$ cat src/rtl/writeback_stage_pkg.sv
// Shared definitions for the RV32I writeback stage: load funct3 encodings,
// FSM states and the zero register index.
package writeback_stage_pkg;

    localparam logic [2:0] F3_LB  = 3'd0;
    localparam logic [2:0] F3_LH  = 3'd1;
    localparam logic [2:0] F3_LW  = 3'd2;
    localparam logic [2:0] F3_LBU = 3'd4;
    localparam logic [2:0] F3_LHU = 3'd5;

    localparam logic [4:0] REG_ZERO = 5'd0;

    typedef enum logic {
        IDLE,
        WAIT_MEM
    } wb_state_e;

endpackage

$ cat src/rtl/writeback_stage_load_extend.sv
// Combinational load alignment and sign/zero extension with fault detection
// (misaligned halfword/word or illegal funct3).
module load_extend
    import writeback_stage_pkg::*;
(
    input  logic [2:0]  funct3,
    input  logic [1:0]  addr_lo,
    input  logic [31:0] rdata,
    output logic [31:0] value,
    output logic        fault
);

    logic signed [7:0]  byte_sel;
    logic signed [15:0] half_sel;

    always_comb begin
        case (addr_lo)
            2'd0:    byte_sel = rdata[7:0];
            2'd1:    byte_sel = rdata[15:8];
            2'd2:    byte_sel = rdata[23:16];
            default: byte_sel = rdata[31:24];
        endcase
        half_sel = addr_lo[1] ? rdata[31:16] : rdata[15:0];

        value = '0;
        fault = 1'b0;
        case (funct3)
            F3_LB:  value = 32'(byte_sel);
            F3_LH: begin
                value = 32'(half_sel);
                fault = addr_lo[0];
            end
            F3_LW: begin
                value = rdata;
                fault = (addr_lo != 2'd0);
            end
            F3_LBU: value = {24'd0, byte_sel};
            F3_LHU: begin
                value = {16'd0, half_sel};
                fault = addr_lo[0];
            end
            default: fault = 1'b1;
        endcase
    end

endmodule

$ cat src/rtl/writeback_stage.sv
// Final RV32I pipeline stage: retires ALU results, waits for load data,
// drives a one-cycle register-file write strobe and counts retirements.
module writeback_stage
    import writeback_stage_pkg::*;
#(
    parameter int unsigned MEM_TIMEOUT = 16
) (
    input  logic        clock,
    input  logic        reset,
    input  logic        ex_valid,
    output logic        ex_ready,
    input  logic [4:0]  ex_rd,
    input  logic [31:0] ex_result,
    input  logic        ex_is_load,
    input  logic [2:0]  ex_funct3,
    input  logic [1:0]  ex_addr_lo,
    input  logic        dmem_rvalid,
    input  logic [31:0] dmem_rdata,
    output logic [4:0]  rd_addr,
    output logic [31:0] w_val,
    output logic        pend_valid,
    output logic [4:0]  pend_rd,
    output logic        err,
    output logic [31:0] instret
);

    localparam logic [7:0] TIMEOUT_LAST = 8'(MEM_TIMEOUT - 1);

    wb_state_e   state, state_next;
    logic [4:0]  rd_lat;
    logic [2:0]  f3_lat;
    logic [1:0]  addr_lat;
    logic [7:0]  tcnt, tcnt_next;
    logic [4:0]  rd_addr_next;
    logic [31:0] w_val_next;
    logic        retire, err_set, latch;
    logic [31:0] ext_value;
    logic        ext_fault;

    load_extend u_load_extend (
        .funct3  (f3_lat),
        .addr_lo (addr_lat),
        .rdata   (dmem_rdata),
        .value   (ext_value),
        .fault   (ext_fault)
    );

    assign ex_ready   = (state == IDLE);
    assign pend_valid = (state == WAIT_MEM);
    assign pend_rd    = pend_valid ? rd_lat : REG_ZERO;

    always_ff @(posedge clock) begin
        if (reset) state <= IDLE;
        else       state <= state_next;
    end

    always_comb begin
        state_next   = state;
        tcnt_next    = tcnt;
        rd_addr_next = REG_ZERO;
        w_val_next   = '0;
        retire       = 1'b0;
        err_set      = 1'b0;
        latch        = 1'b0;
        case (state)
            IDLE: begin
                // A stray response is flagged but does not block acceptance.
                err_set = dmem_rvalid;
                if (ex_valid) begin
                    if (ex_is_load) begin
                        latch      = 1'b1;
                        tcnt_next  = '0;
                        state_next = WAIT_MEM;
                    end else begin
                        rd_addr_next = ex_rd;
                        w_val_next   = ex_result;
                        retire       = 1'b1;
                    end
                end
            end
            WAIT_MEM: begin
                // Data takes priority over a timeout landing in the same cycle.
                if (dmem_rvalid) begin
                    state_next = IDLE;
                    if (ext_fault) begin
                        err_set = 1'b1;
                    end else begin
                        rd_addr_next = rd_lat;
                        w_val_next   = ext_value;
                        retire       = 1'b1;
                    end
                end else if (tcnt == TIMEOUT_LAST) begin
                    state_next = IDLE;
                    err_set    = 1'b1;
                end else begin
                    tcnt_next = tcnt + 8'd1;
                end
            end
            default: state_next = IDLE;
        endcase
    end

    always_ff @(posedge clock) begin
        if (reset) begin
            rd_addr <= REG_ZERO;
            w_val   <= '0;
            err     <= 1'b0;
            instret <= '0;
            tcnt    <= '0;
        end else begin
            rd_addr <= rd_addr_next;
            w_val   <= w_val_next;
            err     <= err | err_set;
            instret <= instret + {31'd0, retire};
            tcnt    <= tcnt_next;
        end
    end

    always_ff @(posedge clock) begin
        if (latch) begin
            rd_lat   <= ex_rd;
            f3_lat   <= ex_funct3;
            addr_lat <= ex_addr_lo;
        end
    end

endmodule

$ cat config.mk
export PLATFORM = sky130hd
export DESIGN_NAME = writeback_stage
export DESIGN_NICKNAME = d
export VERILOG_FILES = /design/src/rtl/writeback_stage_pkg.sv /design/src/rtl/writeback_stage_load_extend.sv /design/src/rtl/writeback_stage.sv
export SDC_FILE = /design/constraint.sdc
export NUM_CORES = 1
export LEC_CHECK = 0
export ABC_CLOCK_PERIOD_IN_PS = 3020
export CAP_MARGIN = 20
export CELL_PAD_IN_SITES_DETAIL_PLACEMENT = 1
export CELL_PAD_IN_SITES_GLOBAL_PLACEMENT = 1
export CORE_MARGIN = 10
export CORE_UTILIZATION = 32
export CTS_CLUSTER_SIZE = 10
export DETAILED_ROUTE_END_ITERATION = 8
export GPL_ROUTABILITY_DRIVEN = 0
export PLACE_DENSITY = 0.84
export SLEW_MARGIN = 5
export SYNTH_ARGS = -nofsm -noshare
export SYNTH_HDL_FRONTEND = slang
export SYNTH_SLANG_ARGS = --single-unit
$ cat constraint.sdc
create_clock -name clock -period 3.02 [get_ports clock]
set_input_delay 0.604 -clock clock [delete_from_list [all_inputs] [get_ports clock]]
set_output_delay 0.604 -clock clock [all_outputs]
set_load 0.05 [all_outputs]
==> impl_metrics.json, run 1 <==
{
  "netlist.top_cell.by_area": "dfxtp_1",
  "synth_edf_count": 10,
  "critPathCaptureType": "flop",
  "clk_pin_slew_ns": 0.06,
  "antenna_left": 0,
  "p_per_area_nw_per_um2": 435,
  "htreeDepth": 3,
  "postSynthCellCount": 440,
  "drcViolationCount": 0,
  "maxCapViolCount": 0,
  "grt_usage_pct": 17.3,
  "slew_viol_final": 0,
  "slew-limit-headroom_pct": 38.0,
  "path_max_fanout": 8,
  "crit_required_ns": 3.30,
  "clockBufferDepth": 2,
  "async_reset_ff_share_pct": 0,
  "place_inst": 764,
  "cts_buffers": 9,
  "outcome": "finished, final reports clean",
  "setup_viol": 0,
  "die-area_um2": 17600,
  "drtIter0Drc": 203,
  "final_cell_mix": "154 x clkdlybuf4s50_1, 79 x dfxtp_1, 47 x nand2_1",
  "ff_latch_area_um2": 1880,
  "final_common_cell": "clkdlybuf4s50_1",
  "io_buffers": 155,
  "firstDrtPassIters": 4,
  "hold_violations": 0,
  "start_util_pct": 32.4,
  "start_kind": "input pin",
  "finalCritPeriodShare_pct": 95.6,
  "synth_nets": 523,
  "tns_ns": 0,
  "netlist.area_leader.share_pct": 38.8,
  "grt_max_degree": 41,
  "tritoncts": "built",
  "ys_ff_latch": 89,
  "hold_buffers": 0,
  "clock-root-buffer": "clkbuf_16",
  "ys_types": 52,
  "antenna_found_initial": 1,
  "drt-vias-per-instance": 5.32,
  "synth_area_leaders": "dfxtp_1 39%, edfxtp_1 7.4%, o21ai_0 4.9%",
  "num_rows": 41,
  "rsz0062_at_grt": "no",
  "grt_pass1_vias": 4474,
  "netlist_area_um2": 4070,
  "fin_skew_ns": 0.00822,
  "ys.flop_type": "dfxtp_1",
  "clock_latency_ns": 0.35,
  "routedWlPerCell_um": 20.1,
  "wirelength_um": 15800,
  "crit_type": "in2reg",
  "synth_warnings": 0,
  "multiInputGateArea_um2": 2060,
  "fmax_ghz": 0.347,
  "crit_arrival_ns": 3.17,
  "core_area_um2": 12600,
  "filler_cell_count": 1441,
  "avgSynthCellArea_um2": 9.26,
  "ioPinCount": 156,
  "gr-total-overflow": 0,
  "fin_nets": 690,
  "vdd_ir_drop_max_mv": 0.193,
  "drive_above_1_share_pct": 10.3,
  "stdcell_count": 785,
  "hpwl_um": 12100,
  "ys_seq_area_share_pct": 46.2,
  "post-route-min-period_ns": 2.89,
  "cts.sinks": 89,
  "hold_path_class": "reg2reg",
  "die_x_um": 133,
  "die_h_um": 133,
  "routed-via-count": 4174,
  "syn2layout_area_growth_pct": 53.9,
  "p_leak_nw": 2.13,
  "worstMarginPinSlew_ns": 0.927,
  "grt_pass1_wl_um": 24600
}
[worst max-delay path: stages]
cell and delay (ns):
clkdlybuf4s50_1 0.44, or3b_4 0.42, nand2_4 0.10, ha_1 0.15, ha_2 0.18, nand2_1 0.07, or4_4 0.44, buf_6 0.15
or4_1 0.47, a21oi_1 0.14
[cells by family after synthesis]
logic type,count (synthesis),synth area share [%]
buffers and inverters,40,3.93
AND/OR/NAND/NOR,145,19.2
adder cells (fa/ha/maj),4,1.23
multiplexers,10,4.64
AO/OA/AOI/OAI,142,22.7
XOR/XNOR,10,2.15
flip-flops,89,46.2
[registers in the layout, indices dropped and copies added, names as in the netlist]
signal / count
addr_lat: 2
err: 1
f3_lat: 3
instret: 32
pend_valid: 1
rd_addr: 5
rd_lat: 5
tcnt: 8
w_val: 32
[repair_timing]
item,in CTS,in global routing
resized for setup,2,6
pin swaps,1,2
setup buffers,0,3
cloned,0,1
endpoints found under the setup margin,18,12
[report_power, final]
part / switching (mW) / leakage (nW) / total [mW] / internal [mW]
combinational: 0.199 / 1.25 / 0.385 / 0.186
sequential: 0.0111 / 0.733 / 1.23 / 1.22
clock: 0.462 / 0.148 / 1.11 / 0.651
total: 0.673 / 2.13 / 2.73 / 2.06
[final cells by class]
cell class / instances / area share (%)
Timing Repair Buffer: 184 / 28.3
Clock buffer: 14 / 4.55
Multi-Input combinational cell: 311 / 32.8
Antenna cell: 1 / 0.0399
Inverter: 12 / 0.718
Sequential cell: 89 / 30.0
Clock inverter: 2 / 0.160
Tap cell: 172 / 3.43
[through the flow]
| step | utilization [%] | cell area (um2) | setup slack (ns) | hold WS, ns | power, mW |
|---|---|---|---|---|---|
| after global placement | 47.0 | 5910 | -0.355 | 0.464 | 1.63 |
| after floorplan | - | 4070 | 0.0676 | 0.453 | 1.44 |
| after CTS | 49.5 | 6220 | 0.0173 | 0.498 | 2.75 |
| after global routing | 49.9 | 6270 | 0.0459 | 0.526 | 2.83 |
| after detailed placement | 47.1 | 5920 | -0.517 | 0.481 | 1.64 |
| final | 49.9 | 6270 | 0.134 | 0.496 | 2.73 |
[per-layer routing]
metal,GRT usage (%),up-vias,share of wire [%]
li1,-,1995,-
met1,19.6,2024,41
met2,29.1,116,50
met3,4.09,39,5.0
met4,9.96,0,3.8
met5,0,-,0
[final timing paths]
path / depth (start not counted) / endpoint / slack (ns) / from
max: 10 / instret[26] / 0.13 / ex_is_load
max reg2reg: 10 / instret[26] / 0.31 / f3_lat[0]
min: 1 / rd_addr[3] / 0.50 / rd_lat[3]
min reg2reg: 1 / rd_addr[3] / 0.50 / rd_lat[3]
[Yosys cell counts, drive strengths merged (4+ instances only)]
cell type,instances
a21oi,30
xnor2,8
buf,4
inv,12
nor3,5
nand3,16
or3,9
clkbuf,24
o211ai,8
edfxtp,10
dfxtp,79
and2,5
nor2,15
nand2,48
and3,5
nand4,5
o31ai,17
a22o,14
o21ai,40
or4,19
a22oi,22
ha,4
mux4,7
(Power assumes the default switching activity.)
==> run 2: changes to the inputs <==
Settings changed: TNS_END_PERCENT set to 50.
==> results of run 2 <==
Final layout, timing and power as in run 1 (identical DEF).
